<file path="src/rtl/traffic_display_scan_if.sv">
// rtl/traffic_display_scan_if.sv - countdown/light inputs and display/lamp outputs of the scan block
interface traffic_display_scan_if;
  logic [3:0] A_Time_L;
  logic [3:0] A_Time_H;
  logic [3:0] B_Time_L;
  logic [3:0] B_Time_H;
  logic       A_Light;
  logic       B_Light;
  logic [6:0] SEG;
  logic [3:0] AN;
  logic       LED_A_G;
  logic       LED_A_R;
  logic       LED_B_G;
  logic       LED_B_R;

  modport master (
    output A_Time_L, A_Time_H, B_Time_L, B_Time_H, A_Light, B_Light,
    input  SEG, AN, LED_A_G, LED_A_R, LED_B_G, LED_B_R
  );

  modport slave (
    input  A_Time_L, A_Time_H, B_Time_L, B_Time_H, A_Light, B_Light,
    output SEG, AN, LED_A_G, LED_A_R, LED_B_G, LED_B_R
  );
endinterface

</file>
<file path="src/rtl/traffic_display_scan.sv">
// rtl/traffic_display_scan.sv - 4-digit multiplexed 7-segment scanner with frame snapshots, blanking and blink
module traffic_display_scan #(
  parameter int SCAN_DIV     = 1000,
  parameter int GUARD        = 2,
  parameter int BLINK_FRAMES = 64
) (
  input  logic                   CLK,
  input  logic                   R,
  traffic_display_scan_if.slave  disp
);

  localparam int CW = (SCAN_DIV > 1) ? $clog2(SCAN_DIV) : 1;
  localparam int FW = (BLINK_FRAMES > 1) ? $clog2(BLINK_FRAMES) : 1;

  localparam logic [0:0] GUARD_S = 1'b0;
  localparam logic [0:0] SHOW_S  = 1'b1;

  logic [CW-1:0] slot_cnt;
  logic [1:0]    digit;
  logic [FW-1:0] frame_cnt;
  logic          blink;
  logic [3:0]    snap_ah, snap_al, snap_bh, snap_bl;
  logic          snap_a_green, snap_b_green;
  logic          led_ag, led_ar, led_bg, led_br;

  logic [0:0]    state;
  logic          slot_end, frame_start, frame_end, conflict;
  logic          blink_a, blink_b, blank;
  logic [3:0]    cur_val;
  logic [6:0]    dec_seg;

  assign state       = (slot_cnt < CW'(GUARD)) ? GUARD_S : SHOW_S;
  assign slot_end    = (slot_cnt == CW'(SCAN_DIV - 1));
  assign frame_start = (slot_cnt == '0) && (digit == 2'd3);
  assign frame_end   = slot_end && (digit == 2'd0);
  assign conflict    = (disp.A_Light == disp.B_Light);

  always_ff @(posedge CLK or negedge R) begin
    if (!R) begin
      slot_cnt     <= '0;
      digit        <= 2'd3;
      frame_cnt    <= '0;
      blink        <= 1'b0;
      snap_ah      <= 4'd0;
      snap_al      <= 4'd0;
      snap_bh      <= 4'd0;
      snap_bl      <= 4'd0;
      snap_a_green <= 1'b0;
      snap_b_green <= 1'b0;
      led_ag       <= 1'b0;
      led_ar       <= 1'b0;
      led_bg       <= 1'b0;
      led_br       <= 1'b0;
    end else begin
      slot_cnt <= slot_end ? '0 : slot_cnt + 1'b1;
      if (slot_end)
        digit <= digit - 2'd1;
      if (frame_end) begin
        if (frame_cnt == FW'(BLINK_FRAMES - 1)) begin
          frame_cnt <= '0;
          blink     <= ~blink;
        end else begin
          frame_cnt <= frame_cnt + 1'b1;
        end
      end
      // Everything shown during a frame comes from this capture, so it never tears.
      if (frame_start) begin
        snap_ah      <= disp.A_Time_H;
        snap_al      <= disp.A_Time_L;
        snap_bh      <= disp.B_Time_H;
        snap_bl      <= disp.B_Time_L;
        snap_a_green <= disp.A_Light;
        snap_b_green <= disp.B_Light;
        led_ag       <= disp.A_Light | conflict;
        led_ar       <= ~disp.A_Light | conflict;
        led_bg       <= disp.B_Light | conflict;
        led_br       <= ~disp.B_Light | conflict;
      end
    end
  end

  function automatic logic [6:0] seg_decode(input logic [3:0] v);
    case (v)
      4'd0:    seg_decode = 7'h40;
      4'd1:    seg_decode = 7'h79;
      4'd2:    seg_decode = 7'h24;
      4'd3:    seg_decode = 7'h30;
      4'd4:    seg_decode = 7'h19;
      4'd5:    seg_decode = 7'h12;
      4'd6:    seg_decode = 7'h02;
      4'd7:    seg_decode = 7'h78;
      4'd8:    seg_decode = 7'h00;
      4'd9:    seg_decode = 7'h10;
      default: seg_decode = 7'h3F;
    endcase
  endfunction

  // A green road in its last 1..3 seconds flashes both of its digits.
  assign blink_a = snap_a_green && (snap_ah == 4'd0) && (snap_al != 4'd0) && (snap_al <= 4'd3);
  assign blink_b = snap_b_green && (snap_bh == 4'd0) && (snap_bl != 4'd0) && (snap_bl <= 4'd3);

  always_comb begin
    cur_val = 4'd0;
    case (digit)
      2'd3:    cur_val = snap_ah;
      2'd2:    cur_val = snap_al;
      2'd1:    cur_val = snap_bh;
      default: cur_val = snap_bl;
    endcase
  end

  assign dec_seg = seg_decode(cur_val);
  assign blank   = (digit[0] && (cur_val == 4'd0)) ||
                   (blink && (digit[1] ? blink_a : blink_b));

  assign disp.AN      = (state == GUARD_S) ? 4'hF : ~(4'b0001 << digit);
  assign disp.SEG     = ((state == GUARD_S) || blank) ? 7'h7F : dec_seg;
  assign disp.LED_A_G = led_ag;
  assign disp.LED_A_R = led_ar;
  assign disp.LED_B_G = led_bg;
  assign disp.LED_B_R = led_br;

endmodule

</file>
<file path="src/flat_wrapper.sv">
// flat-port wrapper written by rule: the top's interface ports become plain ports
module traffic_display_scan_flat 
#(
  parameter int SCAN_DIV     = 1000,
  parameter int GUARD        = 2,
  parameter int BLINK_FRAMES = 64
)
  (CLK, R, disp_A_Time_L, disp_A_Time_H, disp_B_Time_L, disp_B_Time_H, disp_A_Light, disp_B_Light, disp_SEG, disp_AN, disp_LED_A_G, disp_LED_A_R, disp_LED_B_G, disp_LED_B_R);
  traffic_display_scan_if disp_i ();
  input  logic CLK;
  input  logic R;
  input wire logic [$bits(disp_i.A_Time_L)-1:0] disp_A_Time_L;
  input wire logic [$bits(disp_i.A_Time_H)-1:0] disp_A_Time_H;
  input wire logic [$bits(disp_i.B_Time_L)-1:0] disp_B_Time_L;
  input wire logic [$bits(disp_i.B_Time_H)-1:0] disp_B_Time_H;
  input wire logic [$bits(disp_i.A_Light)-1:0] disp_A_Light;
  input wire logic [$bits(disp_i.B_Light)-1:0] disp_B_Light;
  output wire logic [$bits(disp_i.SEG)-1:0] disp_SEG;
  output wire logic [$bits(disp_i.AN)-1:0] disp_AN;
  output wire logic [$bits(disp_i.LED_A_G)-1:0] disp_LED_A_G;
  output wire logic [$bits(disp_i.LED_A_R)-1:0] disp_LED_A_R;
  output wire logic [$bits(disp_i.LED_B_G)-1:0] disp_LED_B_G;
  output wire logic [$bits(disp_i.LED_B_R)-1:0] disp_LED_B_R;
  assign disp_i.A_Time_L = disp_A_Time_L;
  assign disp_i.A_Time_H = disp_A_Time_H;
  assign disp_i.B_Time_L = disp_B_Time_L;
  assign disp_i.B_Time_H = disp_B_Time_H;
  assign disp_i.A_Light = disp_A_Light;
  assign disp_i.B_Light = disp_B_Light;
  assign disp_SEG = disp_i.SEG;
  assign disp_AN = disp_i.AN;
  assign disp_LED_A_G = disp_i.LED_A_G;
  assign disp_LED_A_R = disp_i.LED_A_R;
  assign disp_LED_B_G = disp_i.LED_B_G;
  assign disp_LED_B_R = disp_i.LED_B_R;
  traffic_display_scan #(.SCAN_DIV(SCAN_DIV), .GUARD(GUARD), .BLINK_FRAMES(BLINK_FRAMES)) u_core (.CLK(CLK), .R(R), .disp(disp_i));
endmodule
</file>
<file path="config.mk">
export PLATFORM = sky130hd
export DESIGN_NAME = traffic_display_scan_flat
export DESIGN_NICKNAME = d
export VERILOG_FILES = /design/src/rtl/traffic_display_scan_if.sv /design/src/rtl/traffic_display_scan.sv /design/src/flat_wrapper.sv
export SDC_FILE = /design/constraint.sdc
export NUM_CORES = 1
export LEC_CHECK = 0
export CORE_MARGIN = 2
export CORE_UTILIZATION = 50
export CTS_CLUSTER_DIAMETER = 120
export DETAILED_ROUTE_END_ITERATION = 8
export PLACE_DENSITY = 0.84
export REMOVE_ABC_BUFFERS = 1
export SETUP_SLACK_MARGIN = 0.15
export SLEW_MARGIN = 20
export SYNTH_ARGS = -nofsm -noshare
export SYNTH_HDL_FRONTEND = slang
export SYNTH_SLANG_ARGS = --single-unit
</file>
<file path="constraint.sdc">
create_clock -name CLK -period 3.75 [get_ports CLK]
set_input_delay 0.75 -clock CLK [delete_from_list [all_inputs] [get_ports CLK]]
set_output_delay 0.75 -clock CLK [all_outputs]
set_load 0.1 [all_outputs]
</file>
# --- Word-level counts from Yosys, hierarchy flattened ---
# Memories as Yosys holds them, arrays and structs flattened.
# Index checks and enable logic that the tools add are counted.
totals:
  reg_bits: 41
  romBits: 112
  inputBits: 20
  wordCells: 62
  mem_count: 1
classes:
  addsub: 3
  order_cmp: 3
  eq_ne: 6
  n_shift: 1
  mux: 6
  n_bitwise: 8
  reduce_logical: 20
memory_table:
  columns: ["name", "depth", "width", "read_ports", "rd_ports_with_merged_regs", "wr", "line_no", "source"]
  rows:
  - ["(no name shown)", 16, 7, 1, 0, 0, "traffic_display_scan.sv:83", "case (v)"]
op_table:
  columns: ["operator", "count"]
  rows:
  - ["4-bit logical NOT", 3]
  - ["4-bit one-hot mux with 3 select lines", 1]
  - ["10-bit by 1-bit adder with 10-bit output, second input constant", 1]
  - ["10-bit equality test, second input constant", 1]
  - ["1-bit logical AND", 10]
  - ["10-bit logical NOT", 1]
  - ["10-bit by 2-bit < comparator with 1-bit output, second input constant", 1]
  - ["10-bit two-way mux", 1]
  - ["4-bit by 2-bit <= comparator with 1-bit output, second input constant", 2]
  - ["4-bit nonzero test", 2]
  - ["7-bit two-way mux", 1]
  - ["6-bit by 1-bit adder with 6-bit output, second input constant", 1]
  - ["6-bit equality test, second input constant", 1]
  - ["6-bit two-way mux", 1]
  - ["2-bit equality test, second input constant", 2]
  - ["4-bit two-way mux", 1]
  - ["4-bit NOT", 1]
  - ["1-bit OR", 4]
  - ["1-bit by 2-bit << shifter with 4-bit output, first input constant", 1]
  - ["1-bit NOT", 3]
  - ["2-bit by 1-bit equality test with 1-bit output, second input constant", 1]
  - ["2-bit logical NOT", 1]
  - ["1-bit logical OR", 2]
  - ["2-bit AND reduction", 1]
  - ["3 further kinds", 3]

# --- Logic depth before layout (Yosys ltp) ---
# Gate-level depths: netlist of the first run.
logic_depth:
  ltp_word: 9
  mapped_depth: 10
  depth_no_buf: 10

# --- Worst setup path before layout of the first run ---
# No wires, ideal clock.
synth_timing:
  kind: "register to output"
  start: "reg u_core.digit[1]"
  end: "out disp_SEG[5]"
  t_arrival_ns: 3.796
  required_time_ns: 3.000
  path_slack_ns: -0.796
  path_stages_with_launch: 8
  path_cell_list: "dfstp_2 -> inv_1 -> ha_1 -> a222oi_1 -> mux2i_4 -> nor2_1 -> nor3_1 -> o21ai_0"
synth_via:
  elab_chain_cells: 7
  word_cells_on_any_way: 12
  cone_classes: "eq/ne (3); mux (3); reduce/logical (5); memory (1)"
synth_lines:
  columns: ["element", "line_no", "source"]
  rows:
  - ["start: declaration", "traffic_display_scan.sv:19", "logic [1:0] digit;"]
  - ["start signal: assignment", "traffic_display_scan.sv:57", "digit <= digit - 2'd1;"]
  - ["parallel branches: the longest is 6 deep, another holds memory 16 x 7 bit", null, null]
  - ["7-bit two-way mux (*)", "traffic_display_scan.sv:117", "assign disp.SEG = ((state == GUARD_S) || blank) ? 7'h7F : dec_seg;"]
  - ["end: declaration", "flat_wrapper.sv:18", "output wire logic [$bits(disp_i.SEG)-1:0] disp_SEG;"]
# Every way passes the cells marked *.

# --- Final worst setup path of the first run ---
layout_timing:
  start: "reg u_core.digit[0]"
  end: "out disp_SEG[6]"
# The elaborated chain is that of the path after synthesis.

==> results of run 1 <==
final cells by class:
class	count	area [µm²]
clock buffers	5	68.8
clock inverters	3	43.8
fillers	312	1410
inverters	16	60.1
multi-input cells	150	1200
flip-flops and latches	39	978
well taps	52	65.1
repair buffers	43	475
cell families (layout without fill, tap and decap cells):
family / count (synthesis) / after routing / share of synthesized area
AND/OR/NAND/NOR: 78 / 78 / 0.182
adder cells (fa/ha/maj): 11 / 11 / 0.0630
AO/OA/AOI/OAI: 33 / 33 / 0.104
XOR/XNOR: 10 / 10 / 0.0401
multiplexers: 17 / 18 / 0.0980
flip-flops: 39 / 39 / 0.448
buffers and inverters: 24 / 67 / 0.0648
registers in the layout, indices dropped and copies added, names as in the netlist, 2 cells and up:
| register | count |
|---|---|
| u_core.snap_al | 4 |
| u_core.frame_cnt | 6 |
| u_core.snap_ah | 4 |
| u_core.snap_bh | 4 |
| u_core.snap_bl | 4 |
| u_core.digit | 2 |
| u_core.slot_cnt | 10 |
power by group through the flow:
stage | clock [W] | sequential [W] | combinational [W]
final | 0.000362 | 0.000420 | 0.0000282
after global routing | 0.000384 | 0.000420 | 0.0000312
after CTS | 0.000366 | 0.000420 | 0.0000288
after detailed placement | 0 | 0.000429 | 0.0000286
after global placement | 0 | 0.000429 | 0.0000284
after floorplan | 0 | 0.000429 | 0.000000533
per-stage QoR:
step,setup TNS [ns],cells
after floorplan,-1.61,204
after global placement,0,291
after detailed placement,0,291
after CTS,0,300
after global routing,0,308
final,0,308
worst max-delay path by stage:
| stage | endpoint | depth (start not counted) | slack (ns) | startpoint |
|---|---|---|---|---|
| floorplan | disp_SEG[6] | 6 | -0.81 | u_core.digit[0]$_DFFE_PN1N_ |
| global placement | disp_SEG[5] | 10 | 0.26 | u_core.digit[0]$_DFFE_PN1N_ |
| detailed placement | disp_SEG[6] | 10 | 0.1 | u_core.digit[0]$_DFFE_PN1N_ |
| CTS | disp_SEG[3] | 11 | 0.14 | u_core.digit[1]$_DFFE_PN1N_ |
| global route | disp_SEG[0] | 12 | 0.02 | u_core.digit[0]$_DFFE_PN1N_ |
| finish | disp_SEG[6] | 12 | 0.14 | u_core.digit[0]$_DFFE_PN1N_ |
cell usage in the layout (no fill, tap or decap), drive strengths merged, types with 8 or more instances in the layout:
cell           count
buf               21
clkdlybuf4s50     22
dfrtp             37
ha                11
inv               16
mux2              13
nand2             30
nand3             11
nor2              15
o21ai             16
xnor2              8
per-layer routing:
metal	vias to the layer above	global-route usage
met5	-	0
met4	0	0.0791
met3	18	0.0534
met2	66	0.314
met1	863	0.270
li1	821	-
timing repair:
item	4_1_cts	5_1_grt
resized for setup	17	9
pin swaps	4	5
cloned	0	1
endpoints found under the setup margin	7	7
setup buffers	1	7
==> results.sh, run 1 <==
export IMPL_final_cell_area_mm2=0.00289
export IMPL_grt_pass1_vias=1650
export IMPL_switchingPower_w=0.000175
export IMPL_h_tree_depth=2
export IMPL_syn_inst=212
export IMPL_r2r_end="u_core.snap_al[3]$_DFFE_PN0P_"
export IMPL_min_delay_start="u_core.slot_cnt[0]$_DFF_PN0_"
export IMPL_period_needed_ns=3.61
export IMPL_cts_buffers_inserted=5
export IMPL_pwr_density_cell_mw_per_mm2=281
export IMPL_numPortBuffers=34
export IMPL_comb_power_share=0.035
export IMPL_drt_met1_wl_mm=2.27
export IMPL_numClockSinks=39
export IMPL_synth_top_area_share=0.424
export IMPL_route_met3_wl_um=278
export IMPL_antenna_found_initial=0
export IMPL_grt_overflow_total=0
export IMPL_power_share_clock=0.447
export IMPL_drive_gt1_frac=0.266
export IMPL_io_pins=35
export IMPL_met2_length_mm=2.66
export IMPL_gp_congestion=0.859
export IMPL_setup_worst_path_end_class="primary output"
export IMPL_cp_slowest_stage_delay_ns=0.61
export IMPL_synth_edff_count=0
export IMPL_leakagePower_nw=1.29
export IMPL_grt_pass1_wl_mm=7.74
export IMPL_synth_seq_area_share=0.448
export IMPL_outcome="complete, no violations"
export IMPL_netSwitchingFraction=0.216
export IMPL_dpl_cell_area_mm2=0.00257
export IMPL_synth_area_mm2=0.00218
export IMPL_synth_top_cell_by_area="dfrtp_1"
export IMPL_dr_pass1_iters=6
export IMPL_rr_worst_depth=4
export IMPL_num_nets_final=286
export IMPL_via_per_inst=5.74
export IMPL_die_w_um=70.1
export IMPL_finClkSkew_ns=0.0174
export IMPL_ys_ff_latch=39
export IMPL_synth_distinct_cells=45
export IMPL_synth_area_leaders="dfrtp_1, ha_1, nand2_1"
export IMPL_fmax_mhz=277
export IMPL_fp_row_count=24
export IMPL_syn_avg_cell_area_um2=10.3
export IMPL_holdPathEnd="u_core.slot_cnt[0]$_DFF_PN0_"
export IMPL_slew_violations=0
export IMPL_path_delay_family="flip-flops"
export IMPL_synthArstFlopShare=1.00
export IMPL_crit_type="reg2out"
export IMPL_start_util=0.508
export IMPL_diodes=0
export IMPL_routed_top_layer="met4"
export IMPL_rsz0062_at_grt="false"
export IMPL_r2r_slack_ns=1.37
export IMPL_crit_slowest_cell="dfstp_2"
export IMPL_ys_top_cells_by_count="dfrtp_1, nand2_1, inv_1, nor2_1, o21ai_0"
export IMPL_timing_hold_ws_ns=0.490
export IMPL_drcViolationCount=0
export IMPL_seq_power_share=0.518
export IMPL_wl_per_cell_um=17.5
export IMPL_clk_path_buf_depth=2
export IMPL_setup_ws_ns=0.138
export IMPL_hold_class="reg2reg"
export IMPL_ant_nets=0
export IMPL_core_mm2=0.00429
export IMPL_setup_viol=0
export IMPL_fin_util=0.673
export IMPL_die_y_um=70.1
export IMPL_cp_arrival_ns=2.86
export IMPL_dp_final_hpwl_mm=3.19
export IMPL_worst_skew_pair_late_latency_ns=0.31
export IMPL_worst_pin_slew_ns=1.02
export IMPL_drtIter0Drc=127
export IMPL_cts_hold_buffers_added=0
export IMPL_cts_root_buf="clkbuf_8"
export IMPL_vias=1768
export IMPL_grt_max_degree=40
export IMPL_vdd_drop_max_mv=0.177
export IMPL_synthFlopType="dfrtp_1"
export IMPL_ys_warn_count=0
export IMPL_internal_power_w=0.000636
export IMPL_hold_depth=1
export IMPL_die_area_mm2=0.00491
export IMPL_hold_viol=0
export IMPL_synthMostInstantiatedCell="dfrtp_1"
export IMPL_power_w=0.000811
export IMPL_path_buf_inv=4
export IMPL_cts_tree="yes"
export IMPL_critPathMaxFanout=7
export IMPL_crit_required_ns=3.00
export IMPL_wl_mm=5.41
export IMPL_crit_chain="inv_1 -> ha_2 -> a222oi_1 -> mux2i_4 -> inv_1 -> ha_1 -> nand2_1 -> nor3_4 -> a211oi_4 -> buf_12 -> o21ai_2 -> buf_12"
export IMPL_post_place_ws_ns=0.0964
export IMPL_timing_final_crit_share=0.963
export IMPL_track_usage=0.202
export IMPL_r2r_start="u_core.digit[0]$_DFFE_PN1N_"
export IMPL_max_slew_margin=0.320
export IMPL_cap_violations=0
export IMPL_area_growth_pct=32.3
export IMPL_path_clk_slew_ns=0.09
export IMPL_worstSetupStartpointType="flip-flop"
Power figures use the tool's default switching activity.
==> run 2, diff against run 1 <==
==> constraint.sdc (replaced) <==
create_clock -name CLK -period 3.75 [get_ports CLK]
set_input_delay 0.75 -clock CLK [delete_from_list [all_inputs] [get_ports CLK]]
set_output_delay 0.75 -clock CLK [all_outputs]
set_load 0.05 [all_outputs]
==> results.sh, run 2 (synthesis results as in run 1) <==
export IMPL_outcome="complete, no violations"
export IMPL_die_y_um=70.1
export IMPL_rsz0062_at_grt="false"
export IMPL_setup_ws_ns=0.333
export IMPL_drive_gt1_frac=0.185
export IMPL_die_area_mm2=0.00491
export IMPL_crit_required_ns=3.00
export IMPL_dr_pass1_iters=4
export IMPL_wl_mm=4.21
export IMPL_slew_violations=0
export IMPL_hold_depth=1
export IMPL_crit_slowest_cell="dfstp_2"
export IMPL_wl_per_cell_um=14.0
export IMPL_area_growth_pct=20.1
export IMPL_max_slew_margin=0.446
export IMPL_path_clk_slew_ns=0.07
export IMPL_timing_hold_ws_ns=0.479
export IMPL_die_w_um=70.1
export IMPL_rr_worst_depth=6
export IMPL_numClockSinks=39
export IMPL_vias=1640
export IMPL_leakagePower_nw=1.16
export IMPL_hold_viol=0
export IMPL_critPathMaxFanout=7
export IMPL_period_needed_ns=3.42
export IMPL_path_delay_family="compound AO/OA/AOI/OAI gates"
export IMPL_top_register="u_core.slot_cnt"
export IMPL_top_regs="u_core.slot_cnt: 10 flops, u_core.frame_cnt: 6 flops"
export IMPL_min_delay_start="u_core.frame_cnt[5]$_DFFE_PN0P_"
export IMPL_h_tree_depth=2
export IMPL_crit_chain="inv_1 -> ha_1 -> a222oi_1 -> mux2i_4 -> inv_1 -> ha_1 -> nand2_1 -> nor3_2 -> a211oi_4 -> o21ai_1 -> buf_4"
export IMPL_grt_pass1_vias=1635
export IMPL_start_util=0.508
export IMPL_holdPathEnd="u_core.frame_cnt[5]$_DFFE_PN0P_"
export IMPL_worstSetupStartpointType="flip-flop"
export IMPL_cp_slowest_stage_delay_ns=0.56
export IMPL_largest_reg_flops=10
export IMPL_grt_max_degree=40
export IMPL_io_pins=35
export IMPL_cap_violations=0
export IMPL_finClkSkew_ns=0.00698
export IMPL_post_place_ws_ns=0.231
export IMPL_fmax_mhz=293
export IMPL_antenna_found_initial=0
export IMPL_grt_overflow_total=0
export IMPL_placed_cells=290
export IMPL_r2r_end="u_core.frame_cnt[4]$_DFFE_PN0P_"
export IMPL_timing_final_crit_share=0.911
export IMPL_regArea_um2=978
export IMPL_num_nets_final=278
export IMPL_dp_final_hpwl_mm=3.07
export IMPL_cts_hold_buffers_added=0
export IMPL_gp_congestion=0.839
export IMPL_numPortBuffers=34
export IMPL_hold_class="reg2reg"
export IMPL_nFillCells=355
export IMPL_core_mm2=0.00429
export IMPL_diodes=0
export IMPL_fp_row_count=24
export IMPL_setup_worst_path_end_class="primary output"
export IMPL_clk_path_buf_depth=2
export IMPL_track_usage=0.191
export IMPL_cp_arrival_ns=2.67
export IMPL_instances_no_fill=300
export IMPL_drcViolationCount=0
export IMPL_worst_skew_pair_late_latency_ns=0.29
export IMPL_vdd_drop_max_mv=0.157
export IMPL_grt_pass1_wl_mm=7.39
export IMPL_cts_tree="yes"
export IMPL_worst_pin_slew_ns=0.832
export IMPL_final_common_cell="dfrtp_1"
export IMPL_ant_nets=0
export IMPL_fin_util=0.611
export IMPL_crit_start="u_core.digit[0]$_DFFE_PN1N_"
export IMPL_fin_tns_setup_ns=0
export IMPL_drtIter0Drc=87
export IMPL_cts_root_buf="clkbuf_8"
export IMPL_r2r_slack_ns=1.60
export IMPL_r2r_start="u_core.slot_cnt[0]$_DFF_PN0_"
export IMPL_multiInputGateArea_mm2=0.00110
export IMPL_path_buf_inv=3
export IMPL_cts_buffers_inserted=5
export IMPL_final_cell_mix="dfrtp_1, nand2_1, clkdlybuf4s50_1, inv_1, nor2_1"
export IMPL_pwr_density_cell_mw_per_mm2=272
export IMPL_crit_type="reg2out"
export IMPL_via_per_inst=5.47
export IMPL_setup_viol=0
==> run 2: cell count changes in the layout (fill, tap and decap cells not counted), sizes merged <==
cell and delta:
buf -11, clkdlybuf4s50 +4, clkbuf +2, bufinv -1
clkinv -1, mux2i -1
==> run 2: worst max-delay path by stage <==
stage                              to  slack [ns]  cells past startpoint
after floorplan           disp_SEG[6]        0.21                      6
after global placement    disp_SEG[5]        0.37                     10
after detailed placement  disp_SEG[6]        0.23                     10
after CTS                 disp_SEG[6]        0.18                     11
after global routing      disp_SEG[5]        0.16                     11
final                     disp_SEG[6]        0.33                     11
==> run 2: cell type report <==
type                    count  area share
multi-input cells         149       0.420
flip-flops and latches     39       0.373
well taps                  52      0.0248
clock buffers               7      0.0291
clock inverters             1     0.00191
repair buffers             36       0.128
inverters                  16      0.0229
==> run 2: worst reg2reg max path, delay by kind of cell (launching register included) <==
| kind | cells | cell delay [ns] |
|---|---|---|
| adders and majority gates | 1 | 0.23 |
| DFF | 1 | 0.40 |
| xor gates and xnor gates | 1 | 0.14 |
| and+or+nand+nor | 4 | 1.28 |
==> run 2: layer usage <==
layer	track usage	share of wire
met2	0.296	0.48
met5	0	0
met3	0.0476	0.047
met1	0.246	0.44
met4	0.105	0.029
==> run 2: repair_timing <==
| item | in CTS | in global routing |
|---|---|---|
| setup endpoints to repair | 7 | 7 |
| cloned | 0 | 0 |
| hold endpoints to repair | 0 | 0 |
| pin swaps | 2 | 2 |
| resized for setup | 3 | 7 |
| setup buffers | 1 | 0 |
==> run 2: metrics by stage <==
stage / total power, W / area, µm²
after floorplan: 0.000429 / 2100
after global placement: 0.000457 / 2480
after detailed placement: 0.000457 / 2480
after CTS: 0.000724 / 2590
after global routing: 0.000746 / 2620
final: 0.000714 / 2620
==> run 2: power breakdown <==
group / switching (W) / internal, W / total, W
clock network: 0.000135 / 0.000130 / 0.000265
logic: 0.0000110 / 0.0000169 / 0.0000279
registers: 0 / 0.000421 / 0.000421
total: 0.000146 / 0.000568 / 0.000714
